===== src/rtl/uart_arb_pkg.sv =====
// Shared types and sizing helpers for the UART transmitter arbiter.
package uart_arb_pkg;

    localparam logic [1:0] ST_IDLE      = 2'd0;
    localparam logic [1:0] ST_WAIT_BUSY = 2'd1;
    localparam logic [1:0] ST_WAIT_DONE = 2'd2;

    typedef enum logic [1:0] {
        IDLE      = ST_IDLE,
        WAIT_BUSY = ST_WAIT_BUSY,
        WAIT_DONE = ST_WAIT_DONE
    } state_t;

    // Index width for n requesters, never narrower than one bit.
    function automatic int unsigned id_w(input int unsigned n);
        return (n < 2) ? 1 : $clog2(n);
    endfunction

    // Timeout counter only has to hold LOCK_TIMEOUT-1.
    function automatic int unsigned cnt_w(input int unsigned t);
        return (t < 2) ? 1 : $clog2(t);
    endfunction

endpackage


===== src/rtl/uart_tx_arbiter_rr_pick.sv =====
// Round-robin picker: first set request strictly after ptr, wrapping modulo N.
module rr_pick #(
    parameter int unsigned N = 4,
    parameter int unsigned W = 2
) (
    input  logic [N-1:0] req,
    input  logic [W-1:0] ptr,
    output logic         found,
    output logic [W-1:0] sel
);

    logic [N-1:0] rot;
    logic [W-1:0] idx;
    int           off;

    // Rotate so bit 0 is ptr+1, priority-encode, then map the offset back.
    always_comb begin
        rot   = '0;
        idx   = '0;
        found = 1'b0;
        off   = 0;
        for (int i = 0; i < int'(N); i++) begin
            idx    = W'((int'(ptr) + 1 + i) % int'(N));
            rot[i] = req[idx];
        end
        for (int i = int'(N) - 1; i >= 0; i--) begin
            if (rot[i]) begin
                found = 1'b1;
                off   = i;
            end
        end
        sel = W'((int'(ptr) + 1 + off) % int'(N));
    end

endmodule


===== src/rtl/uart_tx_arbiter.sv =====
// Round-robin arbiter with packet lock and lock timeout in front of one UART transmitter.
module uart_tx_arbiter
    import uart_arb_pkg::*;
#(
    parameter int unsigned NUM_REQ      = 4,
    parameter int unsigned LOCK_TIMEOUT = 1024
) (
    input  logic                       clk,
    input  logic                       reset_n,
    input  logic [NUM_REQ-1:0]         req_valid,
    input  logic [8*NUM_REQ-1:0]       req_data,
    input  logic [NUM_REQ-1:0]         req_last,
    output logic [NUM_REQ-1:0]         req_ready,
    output logic                       tx_start,
    output logic [7:0]                 tx_data,
    input  logic                       tx_busy,
    output logic [id_w(NUM_REQ)-1:0]   grant_id,
    output logic                       locked,
    output logic                       lock_timeout
);

    localparam int unsigned ID_W  = id_w(NUM_REQ);
    localparam int unsigned CNT_W = cnt_w(LOCK_TIMEOUT);

    state_t           state;
    logic [ID_W-1:0]  ptr;
    logic [CNT_W-1:0] cnt;
    logic             pick_found;
    logic [ID_W-1:0]  pick_sel;
    logic             found;
    logic [ID_W-1:0]  sel;
    logic             cnt_hit;

    rr_pick #(.N(NUM_REQ), .W(ID_W)) u_rr_pick (
        .req   (req_valid),
        .ptr   (ptr),
        .found (pick_found),
        .sel   (pick_sel)
    );

    // A held lock restricts eligibility to the current owner.
    always_comb begin
        found = pick_found;
        sel   = pick_sel;
        if (locked) begin
            found = req_valid[grant_id];
            sel   = grant_id;
        end
    end

    assign cnt_hit = (cnt == CNT_W'(LOCK_TIMEOUT - 1));

    always_ff @(posedge clk or negedge reset_n) begin
        if (!reset_n) begin
            state        <= IDLE;
            ptr          <= ID_W'(NUM_REQ - 1);
            cnt          <= '0;
            tx_start     <= 1'b0;
            tx_data      <= 8'h00;
            req_ready    <= '0;
            grant_id     <= '0;
            locked       <= 1'b0;
            lock_timeout <= 1'b0;
        end else begin
            tx_start     <= 1'b0;
            req_ready    <= '0;
            lock_timeout <= 1'b0;
            case (state)
                IDLE: begin
                    if (found && !tx_busy) begin
                        tx_data   <= req_data[{sel, 3'b000} +: 8];
                        grant_id  <= sel;
                        tx_start  <= 1'b1;
                        req_ready <= NUM_REQ'(1) << sel;
                        cnt       <= '0;
                        state     <= WAIT_BUSY;
                        if (req_last[sel]) begin
                            locked <= 1'b0;
                            ptr    <= sel;
                        end else begin
                            locked <= 1'b1;
                        end
                    end else if (locked && !req_valid[grant_id]) begin
                        // Owner stalled: count idle cycles, then hand the link back.
                        if (cnt_hit) begin
                            locked       <= 1'b0;
                            ptr          <= grant_id;
                            lock_timeout <= 1'b1;
                            cnt          <= '0;
                        end else begin
                            cnt <= cnt + CNT_W'(1);
                        end
                    end
                end
                WAIT_BUSY: state <= WAIT_DONE;
                WAIT_DONE: if (!tx_busy) state <= IDLE;
                default:   state <= IDLE;
            endcase
        end
    end

endmodule


===== config.mk =====
export PLATFORM = sky130hd
export DESIGN_NAME = uart_tx_arbiter
export DESIGN_NICKNAME = d
export VERILOG_FILES = /design/src/rtl/uart_arb_pkg.sv /design/src/rtl/uart_tx_arbiter_rr_pick.sv /design/src/rtl/uart_tx_arbiter.sv
export SDC_FILE = /design/constraint.sdc
export NUM_CORES = 1
export LEC_CHECK = 0
export ABC_AREA = 1
export CORE_MARGIN = 3
export CORE_UTILIZATION = 52
export DETAILED_ROUTE_END_ITERATION = 6
export PLACE_DENSITY_LB_ADDON = 0.15
export SLEW_MARGIN = 0
export SYNTH_ARGS = -nofsm -noshare
export SYNTH_HDL_FRONTEND = slang
export SYNTH_HIERARCHICAL = 1
export SYNTH_SLANG_ARGS = --single-unit

===== constraint.sdc =====
create_clock -name clk -period 4.65 [get_ports clk]
set_clock_uncertainty 0.05 [all_clocks]
set_input_delay 0.465 -clock clk [delete_from_list [all_inputs] [get_ports clk]]
set_output_delay 0.465 -clock clk [all_outputs]
set_load 0.005 [all_outputs]

==> results.toml <==
[run_status]
outcome = "finished clean"

[min_path]
holdPathStages = 2
min_path_type = "reg2reg"

[finish]
insertedDiodeCount = 0
final_core_util = 0.748
drive_gt1_frac = 0.112
fillCellCount = 312
seq_area_um2 = 778
layout.nets = 419
multi_input_area_um2 = 1180
fin_cells = 423
area_delta_synth_final_pct = 32.5

[pwr]
power_leakage_nw = 1.41
ir_drop_uv = 473
power.density_nw_per_um2 = 673
total_power_mw = 1.94

[place]
dp_cells = 415
routabilityCongestion = 0.861
dpl.hpwl_mm = 4.11
post-place-ws_ns = 1.23
port_buffers = 59

[run]
cap_violations = 0

[drt]
first_pass_iters = 4
routed-via-count = 2234
viasPerCell = 5.28
wirelength_mm = 5.50
avgRoutedWirePerCell_um = 13.0
drc = 0
antenna_left = 0
drtIter0Drc = 113

[yosys]
synth.top_cell.area_share = 0.333
syn_area_per_cell_um2 = 6.87
syn_inst = 317
synthTopCellsByArea = "dfrtp_1, nand2_1, o21ai_0, inv_1, a21oi_1"
yosys.area.top_type = "dfrtp_1"
syn_area_um2 = 2180
ys_seq_area_frac = 0.357
synthDistinctLibCells = 30
synth_fp_nets = 362
yosysWarnings = 6
synth-seq-cells = 31

[critical_path]
cp_data_arrival_time_ns = 3.37
cp_max_fo = 30
critPathCaptureType = "flop"
ff2ff_path_depth = 17
required_ns = 4.82
crit_type = "reg2reg"
startpoint_type = "flop"

[clock_tree]
clock-sinks = 31
cts.clk_slew.worst_paths_ns = 0.07
cts_tree = "done"
root_buffer = "clkbuf_8"
clock_path_buffers = 2
cts_buffers = 5
htree_levels = 2
clock_latency_ns = 0.28
postCtsSetupRepairBufs = 0
cts_resized = 0
ctsHoldBuffers = 0

[global_route]
grt_usage = 0.234
grtUsageMet2 = 0.381
grt_pass1_wl_mm = 9.47
grt_max_degree = 32
antenna_found_initial = 0
grtUsageMet3 = 0.0810
grt_pass1_vias = 2105
top_usage_layer = "met2"
use_met1 = 0.294
grt_overflow = 0

[sta]
slew_viol_final = 0
hold_viol = 0
max-slew-margin-rel = 0.496
period_share = 0.689
period_needed_ns = 3.20
rsz0062_at_grt = "no"
fmaxAchievable_ghz = 0.312
setup_slack_ns = 1.45
fin_tns_setup_ns = 0
worst_pin_slew_ns = 0.755
setup_viol = 0

[die]
dieHeight_um = 70.7
core_area_um2 = 3850
ios = 60
fp.dieArea_um2 = 5000
num_rows = 22
die_w_um = 70.7
start_util = 0.565
-- metrics by stage --
stage | hold WS (ns) | cell area, um^2
5_1_grt | 0.457 | 2880
4_1_cts | 0.441 | 2880
6_report | 0.442 | 2880
3_3_place_gp | 0.417 | 2770
3_5_place_dp | 0.414 | 2770
2_1_floorplan | 0.119 | 2180
-- flip-flops by register name, indices dropped and copies added, names as in the netlist --
name / count
cnt: 10
tx_data: 8
req_ready: 4
grant_id: 2
ptr: 2
state: 2
lock_timeout: 1
locked: 1
tx_start: 1
-- cell families (layout without fill, tap and decap cells) --
kind of cell | count (synthesis) | in the layout | synth area share
simple gates | 177 | 177 | 0.387
compound gates | 57 | 57 | 0.134
buf+inv | 48 | 106 | 0.102
flops | 31 | 31 | 0.357
fa+ha+maj | 2 | 2 | 0.0115
xor+xnor | 2 | 2 | 0.00805
-- per-layer routing --
layer | vias to the layer above | part of all wire
met2 | 79 | 0.50
met3 | 12 | 0.075
met1 | 1021 | 0.41
li1 | 1122 | -
met5 | - | 0
met4 | 0 | 0.017
-- layout make-up --
type,count,area share
Tap cell,48,0.0208
Inverter,37,0.0508
Sequential cell,31,0.270
Clock buffer,6,0.0286
Multi-Input combinational cell,238,0.408
Timing Repair Buffer,61,0.210
Clock inverter,2,0.0121
-- Yosys cell counts --
cell / instances
or2_2: 1
nor2_4: 3
inv_1: 31
nor3_1: 1
nand2_1: 113
ha_1: 2
o21ai_1: 10
nand4_1: 7
nand3_4: 3
inv_8: 1
clkbuf_2: 1
nand3b_1: 2
inv_2: 5
xor2_1: 2
buf_2: 6
buf_6: 2
clkbuf_1: 1
nand2_4: 2
dfrtp_1: 29
nand2_2: 12
o21ai_0: 25
nand4_4: 1
dfstp_2: 2
o21bai_1: 1
buf_8: 1
o21ai_2: 1
a21oi_1: 20
nand3_1: 16
nor2_2: 1
nor2_1: 15
-- worst max-delay path, cell delays in order, from the launching register on --
cell	delay, ns
dfstp_2	0.69
nand2_1	0.12
nand2_1	0.08
nand2_1	0.05
nand2_1	0.11
inv_1	0.06
a21oi_1	0.12
nor2_1	0.05
ha_1	0.26
nand2_1	0.31
nand2_1	0.55
nand2_1	0.20
nand3_1	0.08
nand2_1	0.11
nand2_1	0.09
nand2_1	0.10
nand2_1	0.05
nand2_1	0.08
-- final timing paths --
check | slack [ns] | end | start
worst min register to register | 0.44 | tx_data[6] | tx_data[6]
worst max-delay path | 1.45 | ptr[0] | ptr[0]
worst max register to register | 1.45 | ptr[0] | ptr[0]
min in group asynchronous | 0.51 | cnt[6] | reset_n
max in group asynchronous | 3.72 | ptr[1] | reset_n
worst min-delay path | 0.44 | tx_data[6] | tx_data[6]
-- layout by cell type, fill, tap and decap left out, drive strengths merged, types with 6 or more instances in the layout --
master | synthesis | layout
nand2 | 127 | 127
clkdlybuf4s50 | 0 | 59
inv | 37 | 37
o21ai | 36 | 36
dfrtp | 29 | 29
a21oi | 20 | 20
nand3 | 19 | 19
nor2 | 19 | 19
nand4 | 8 | 8
clkbuf | 2 | 6
-- report_power, final --
group / total (mW) / internal (mW) / switching (mW)
logic: 1.20 / 0.459 / 0.745
clock network: 0.276 / 0.173 / 0.102
registers: 0.463 / 0.368 / 0.0946
Power figures use the tool's default switching activity.
